## config.mk

```make
export PLATFORM = sky130hd
export DESIGN_NAME = uart_rx_fifo
export DESIGN_NICKNAME = d
export VERILOG_FILES = /design/src/rtl/uart_rx_fifo.sv
export SDC_FILE = /design/constraint.sdc
export NUM_CORES = 1
export LEC_CHECK = 0
export BUFFER_PORTS_ARGS = -buffer_cell sky130_fd_sc_hd__clkbuf_2
export CAP_MARGIN = 10
export CORE_ASPECT_RATIO = 2
export CORE_MARGIN = 5
export CORE_UTILIZATION = 35
export DETAILED_ROUTE_END_ITERATION = 10
export GPL_ROUTABILITY_DRIVEN = 0
export GPL_TIMING_DRIVEN = 0
export RECOVER_POWER = 100
export SLEW_MARGIN = 10
export SYNTH_ARGS = -nofsm -noshare
export SYNTH_HDL_FRONTEND = slang
export SYNTH_SLANG_ARGS = --single-unit
```

## constraint.sdc

```tcl
create_clock -name clk -period 3 [get_ports clk]
set_input_delay 0.3 -clock clk [delete_from_list [all_inputs] [get_ports clk]]
set_output_delay 0.3 -clock clk [all_outputs]
set_load 0.02 [all_outputs]
```

## src/rtl/uart_rx_fifo.sv

```systemverilog
// rtl/uart_rx_fifo.sv - 16x oversampling 8N1 UART receiver feeding a first-word fall-through FIFO
module uart_rx_fifo #(
  parameter int CLK_PER_TICK = 651,
  parameter int DEPTH        = 8
) (
  input  logic                     clk,
  input  logic                     reset,
  input  logic                     rx,
  input  logic                     rd_en,
  input  logic                     clr_err,
  output logic [7:0]               rd_data,
  output logic                     rx_avail,
  output logic [$clog2(DEPTH):0]   rx_count,
  output logic                     overrun,
  output logic                     frame_err
);

  localparam int AW = $clog2(DEPTH);
  localparam int CW = AW + 1;
  localparam int TW = $clog2(CLK_PER_TICK);
  localparam logic [TW-1:0] TICK_MAX = TW'(CLK_PER_TICK - 1);
  localparam logic [CW-1:0] FULL_CNT = CW'(DEPTH);

  typedef enum logic [1:0] {S_IDLE, S_START, S_DATA, S_STOP} state_e;

  logic          sync1_q, sync2_q, rxs;
  logic [TW-1:0] tcnt_q;
  logic          tick;
  state_e        state_q, state_d;
  logic [3:0]    ph_q, ph_d;
  logic [2:0]    bc_q, bc_d;
  logic [7:0]    sr_q, sr_d;
  logic          s6_q, s6_d, s7_q, s7_d, maj;
  logic          push, ferr_set;

  logic [7:0]    mem_q [DEPTH];
  logic [AW-1:0] head_q, tail_q;
  logic [CW-1:0] count_q;
  logic          overrun_q, frame_err_q;
  logic          pop, full, wr, ovr_set;

  assign rxs  = sync2_q;
  assign tick = (tcnt_q == TICK_MAX);
  assign maj  = (s6_q & s7_q) | (s6_q & rxs) | (s7_q & rxs);

  always_ff @(posedge clk) begin
    if (reset) begin
      sync1_q <= 1'b1;
      sync2_q <= 1'b1;
      tcnt_q  <= '0;
      state_q <= S_IDLE;
      ph_q    <= '0;
      bc_q    <= '0;
      sr_q    <= '0;
      s6_q    <= 1'b0;
      s7_q    <= 1'b0;
    end else begin
      sync1_q <= rx;
      sync2_q <= sync1_q;
      tcnt_q  <= tick ? '0 : tcnt_q + TW'(1);
      state_q <= state_d;
      ph_q    <= ph_d;
      bc_q    <= bc_d;
      sr_q    <= sr_d;
      s6_q    <= s6_d;
      s7_q    <= s7_d;
    end
  end

  // ph is 4 bits, so it wraps 15->0 by itself between data bits
  always_comb begin
    state_d = state_q;
    ph_d    = ph_q;
    bc_d    = bc_q;
    sr_d    = sr_q;
    s6_d    = s6_q;
    s7_d    = s7_q;
    if (tick) begin
      case (state_q)
        S_IDLE: begin
          if (!rxs) begin
            ph_d    = 4'd0;
            state_d = S_START;
          end
        end
        S_START: begin
          ph_d = ph_q + 4'd1;
          if (ph_q == 4'd7 && rxs) begin
            state_d = S_IDLE;
          end else if (ph_q == 4'd15) begin
            ph_d    = 4'd0;
            bc_d    = 3'd0;
            state_d = S_DATA;
          end
        end
        S_DATA: begin
          ph_d = ph_q + 4'd1;
          if (ph_q == 4'd6) s6_d = rxs;
          if (ph_q == 4'd7) s7_d = rxs;
          if (ph_q == 4'd8) sr_d = {maj, sr_q[7:1]};
          if (ph_q == 4'd15) begin
            if (bc_q == 3'd7) begin
              ph_d    = 4'd0;
              state_d = S_STOP;
            end else begin
              bc_d = bc_q + 3'd1;
            end
          end
        end
        S_STOP: begin
          ph_d = ph_q + 4'd1;
          if (ph_q == 4'd7) state_d = S_IDLE;
        end
        default: state_d = S_IDLE;
      endcase
    end
  end

  always_comb begin
    push     = 1'b0;
    ferr_set = 1'b0;
    if (tick && state_q == S_STOP && ph_q == 4'd7) begin
      push     = rxs;
      ferr_set = !rxs;
    end
  end

  // a pop in the push cycle frees the slot, so a full FIFO still accepts the byte
  assign pop     = rd_en && (count_q != '0);
  assign full    = (count_q == FULL_CNT);
  assign wr      = push && (!full || pop);
  assign ovr_set = push && full && !rd_en;

  always_ff @(posedge clk) begin
    if (wr) mem_q[tail_q] <= sr_q;
  end

  always_ff @(posedge clk) begin
    if (reset) begin
      head_q      <= '0;
      tail_q      <= '0;
      count_q     <= '0;
      overrun_q   <= 1'b0;
      frame_err_q <= 1'b0;
    end else begin
      if (wr)  tail_q <= tail_q + AW'(1);
      if (pop) head_q <= head_q + AW'(1);
      if (wr && !pop)      count_q <= count_q + CW'(1);
      else if (!wr && pop) count_q <= count_q - CW'(1);
      if (ovr_set)      overrun_q <= 1'b1;
      else if (clr_err) overrun_q <= 1'b0;
      if (ferr_set)     frame_err_q <= 1'b1;
      else if (clr_err) frame_err_q <= 1'b0;
    end
  end

  assign rx_avail  = (count_q != '0);
  assign rx_count  = count_q;
  assign rd_data   = rx_avail ? mem_q[head_q] : 8'h00;
  assign overrun   = overrun_q;
  assign frame_err = frame_err_q;

endmodule

```

# Word level (Yosys, flattened, before mapping)
# Memory sizes are Yosys's and may differ from the RTL's. A register that Yosys moved wholly into a read port is not among the register bits.
# Cells that the tools add are included.
[totals]
output_inout_bits = 15
input_bits = 5
regBits = 43
ram_bits = 64
n_memories = 1
wordCells = 103
[mem_list]
columns = ["memory", "words", "width", "read_ports", "rd_ports_with_merged_regs", "wr", "line", "text"]
rows = [
  ["mem_q", 8, 8, 1, 1, 1, "36", "logic [7:0] mem_q [DEPTH];"],
]
[op_classes]
addsub = 7
n_bitwise = 5
n_reduce_logical = 28
eq_ne = 18
mux = 30
[ops]
columns = ["op", "n"]
rows = [
  ["$mux W4", 7],
  ["$mux W3", 6],
  ["$pmux W4 S4", 1],
  ["$ne A2 B2 Y1 const B", 7],
  ["$eq A4 B4 Y1 const B", 3],
  ["$mux W2", 6],
  ["$reduce_and A6 Y1", 2],
  ["$add A10 B1 Y10 const B", 1],
  ["$eq A10 B10 Y1 const B", 1],
  ["$add A3 B1 Y3 const B", 3],
  ["$logic_and A1 B1 Y1", 9],
  ["$reduce_and A3 Y1", 3],
  ["$add A4 B1 Y4 const B", 2],
  ["$eq A4 B3 Y1 const B", 2],
  ["$mux W8", 1],
  ["$pmux W2 S4", 1],
  ["$reduce_bool A2 Y1", 4],
  ["$mux W1", 7],
  ["$pmux W3 S2", 1],
  ["$logic_not A1 Y1", 5],
  ["$eq A2 B2 Y1 const B", 2],
  ["$reduce_bool A4 Y1", 1],
  ["$sub A4 B1 Y4 const B", 1],
  ["$and A1 B1 Y1", 3],
  ["other kinds (8)", 9],
]

# Longest topological paths before layout
[logic_depth]
word_depth = 9
ltp_mapped = 13
mapped_depth_nobuf = 12

# Worst setup path before layout
# No wires, ideal clock.
[synth_timing]
path_kind = "reg-to-reg"
start = "register count_q[0], in the netlist rx_count[0]"
end = "register count_q[3], in the netlist rx_count[3]"
path_stages_with_launch = 12
path_slack_ps = 152
arrival_ps = 2727
synth_period_minus_slack_ps = 2848
setup_time_ps = 121
cell_sequence = "dfxtp_1 > or3_1 > nor2_2 > inv_1 > nand2_1 > ha_1 > inv_1 > ha_1 > a21oi_1 > a211oi_1 > a31oi_1 > mux2_2"
[synth_between]
elab_chain_cells = 7
[synth_lines]
columns = ["item", "line", "text"]
rows = [
  ["start, declared", "38", "logic [CW-1:0] count_q;"],
  ["start signal, assigned", "148", "if (wr && !pop) count_q <= count_q + CW'(1);"],
  ["start signal, assigned", "149", "else if (!wr && pop) count_q <= count_q - CW'(1);"],
  ["$reduce_bool A4 Y1 *", "n/a", ""],
  ["net rx_avail", "12", "output logic rx_avail,"],
  ["$logic_and A1 B1 Y1 *", "129", "assign pop = rd_en && (count_q != '0);"],
  ["$logic_or A1 B1 Y1", "131", "assign wr = push && (!full || pop);"],
  ["$logic_and A1 B1 Y1", "131", ""],
  ["$logic_not A1 Y1", "149", ""],
  ["$logic_and A1 B1 Y1", "149", ""],
  ["$reduce_bool A2 Y1 (no source line)", "n/a", ""],
]
# Mark *: on every way through the listed nets, which the timed path passes. The rest lies on a longest branch. The select of a mux whose other input is x is not followed.
# A chain may end at the register's enable or synchronous reset.

# Worst setup path after layout
[layout_timing]
start = "register count_q[0], in the netlist rx_count[0]"
end = "register count_q[3], in the netlist rx_count[3]"
[layout_between]
elab_chain_cells = 7
[layout_lines]
columns = ["item"]
rows = [
  ["branches (longest 7 deep; another with $sub A4 B1 Y4)"],
]
# Several ways; the timed one is not identified. The select of a mux whose other input is x is not followed.

==> metrics <==
Setup Buffers After CTS=0; WP data arrival=3070 ps; worst skew pair latency=350 ps; 1st-iter DRT viols=150; HP Class=in2reg; Worst Max-Slew Pin Slew=912 ps; antenna violations before repair=0; ANT cells=0; max cap viols=0; CORE AREA=13,300 um^2; Commonest cells post-synth=edfxtp_1 (64), dfxtp_1 (46), nor2_1 (46); end of the worst register-to-register path=rx_count[3]; worst r2r path cells=11; vias in the first global route=2,785; Worst setup SP type=flop; total routed wirelength=9.09 mm; Hold Path Sink=sync1_q; # port buffers=19; via/cell ratio=5.19; fin crit period=2840 ps; CTS Buf Count=9; r2r setup slk=160 ps; share of flip-flops with an asynchronous set or reset=0%; synth warn=0; register clock-pin slew on the reported worst setup and hold paths=70 ps; Die Y=174 um; P_sw=1.09 mW; drt pass-1 iters=4; total global-route track usage=12.2%; GRT Residual Overflow=0; Setup CP Type=reg2reg; largest area contributor in the netlist=edfxtp_1; std cell rows=60; Final Setup Violations=0; hold_buf cts=0; most common cell in the synthesized netlist=edfxtp_1; Final Total Pwr=3.70 mW; Critical Path Fanout Max=9; Final Util=40.2%; Main synth FF type=edfxtp_1; Internal Pwr Total=2.62 mW; Sink Count=110; net total in the final layout=402; clock share of power=32.5%; Syn Area/Cell=13.3 um^2; Residual DRC=0; Seq pwr share=45.0%; share of cells above drive strength 1=20.1%; RSZ-0062 raised after global routing=true; Area growth syn-to-layout=13.7%; number of library cell types mapped by synthesis=50; leakage=1.89 nW; hold path cells=2; Yosys top cell area share=40.9%; post-route clock skew=9.62 ps; Comb pwr share=22.4%; CTS HTree Levels=3; fillers=1,224; Mapped Cells=353; VDD IR-drop max=549 uV; Worst Hold Launch=rx; Sw Share=29.3%; power per standard cell area=693 nW/um^2; CTS root buf=clkbuf_16; f_max=353 MHz; max_slew headroom=39.0%; first-pass GRT wire length=15.2 mm; Syn Nets=371; CTS tree=built; ranking of synthesized cells by area=edfxtp_1 (41%), dfxtp_1 (20%), mux4_2 (7.7%); Final period util=94.6%; initial core utilization=35.3%; max-slew violation count=0; #FFs+latches synth=110; Req. time, crit path=3230 ps; Hold Violations, Final=0; CP Capture Type=flop; Detail Placement HPWL=6.03 mm; reg2reg start=rx_count[0]; Post-synth EDFFs=64; Avg WL per Cell=16.7 um; total vias in the final route=2,821; status=finished clean; Top Ports=20; Bufs on Longest Clock Path=2; largest net degree at the start of global routing=19; Post-DRT Antenna Nets=0; sequential area share after synthesis=60.5%; DIE AREA=16,000 um^2; post-synthesis cell area=4700 um^2; Die W=91.9 um
per-layer routing:
layer	GRT usage, %	wire length, um	vias to the layer above	part of all wire (%)
met5	0	0	-	0
met4	4.47	136	0	1.5
met3	2.35	348	11	3.8
met2	19.8	4470	53	49
met1	16.2	4130	1378	46
li1	-	-	1379	-
worst max path at each step:
stage | to | slack, ps | startpoint | cells after the start
2_1_floorplan | rx_count[3] | 150 | rx_count[0] | 11
3_3_place_gp | mem_q[1][0] | -370 | ph_q[0] | 7
3_5_place_dp | rx_count[3] | -140 | rx_count[0] | 11
4_1_cts | rx_count[3] | 30 | ph_q[1] | 13
5_1_grt | rx_count[3] | -20 | rx_count[0] | 11
6_report | rx_count[3] | 160 | rx_count[0] | 11
sequential cells by signal, indices dropped and copies added (netlist names), 3 cells and up, named ones only:
| name | flops |
|---|---|
| head_q | 3 |
| sr_q | 8 |
| bc_q | 3 |
| mem_q | 64 |
| ph_q | 4 |
| rx_count | 4 |
| tcnt_q | 10 |
| tail_q | 3 |
power by group through the flow:
stage / clock (mW) / combinational [mW] / sequential (mW)
after floorplan: 0 / 0.567 / 1.72
after global placement: 0 / 0.811 / 1.70
after detailed placement: 0 / 0.821 / 1.70
after CTS: 1.23 / 0.838 / 1.66
after global routing: 1.29 / 0.915 / 1.67
final: 1.20 / 0.831 / 1.67
critical path, stage by stage (launching register included):
cell and delay [ps]:
dfxtp_1 370, or3_1 460, nor2_4 290, inv_1 130
nand2_1 150, ha_2 200, inv_1 100, ha_4 250
a21oi_2 150, a211oi_1 90, a31oi_1 180, mux2_2 350
cells in the final DEF, fill, tap and decap left out, types with 10 or more instances in the layout:
master | Yosys | routed
a21oi_1 | 14 | 13
clkbuf_1 | 10 | 14
clkbuf_2 | 0 | 17
dfxtp_1 | 46 | 44
edfxtp_1 | 64 | 64
ha_1 | 12 | 10
mux2i_1 | 19 | 19
mux4_2 | 16 | 16
nand2b_1 | 12 | 12
nor2_1 | 46 | 45
stage by stage:
stage                     setup TNS, ps  setup slack (ps)  cells  hold slack (ps)  cell area [um^2]
after floorplan                       0               152    353              389              4700
after CTS                             0              30.4    544              125              5320
after global routing              -16.8             -16.8    544              148              5340
after global placement            -3080              -368    527              411              4980
after detailed placement           -136              -136    528              400              5000
final                                 0               163    544              133              5340
final cells by class:
class	instances	area, um^2	area share (%)
flip-flops and latches	110	2850	53.3
multi-input cells	217	1780	33.4
repair buffers	20	100	1.87
clock buffers	11	233	4.36
clock inverters	5	66.3	1.24
inverters	7	26.3	0.492
well taps	155	194	3.63
plain buffers	19	92.6	1.73
timing repair:
item	in CTS	in global routing
endpoints found under the setup margin	1	3
pin swaps	0	0
cloned	0	0
endpoints found under the hold margin	0	0
resized for setup	6	4
cells by family (layout without fill, tap and decap cells):
group	Yosys count	in the layout	synth area share [%]
AOI/OAI and AO/OA	32	32	4.34
xor gates and xnor gates	12	12	2.24
adders and majority gates	14	14	3.84
buffers and inverters	26	62	2.53
DFF	110	110	60.5
muxes	37	37	12.2
and+or+nand+nor	122	122	14.3
Note: power is estimated with default switching activity, not from simulation.
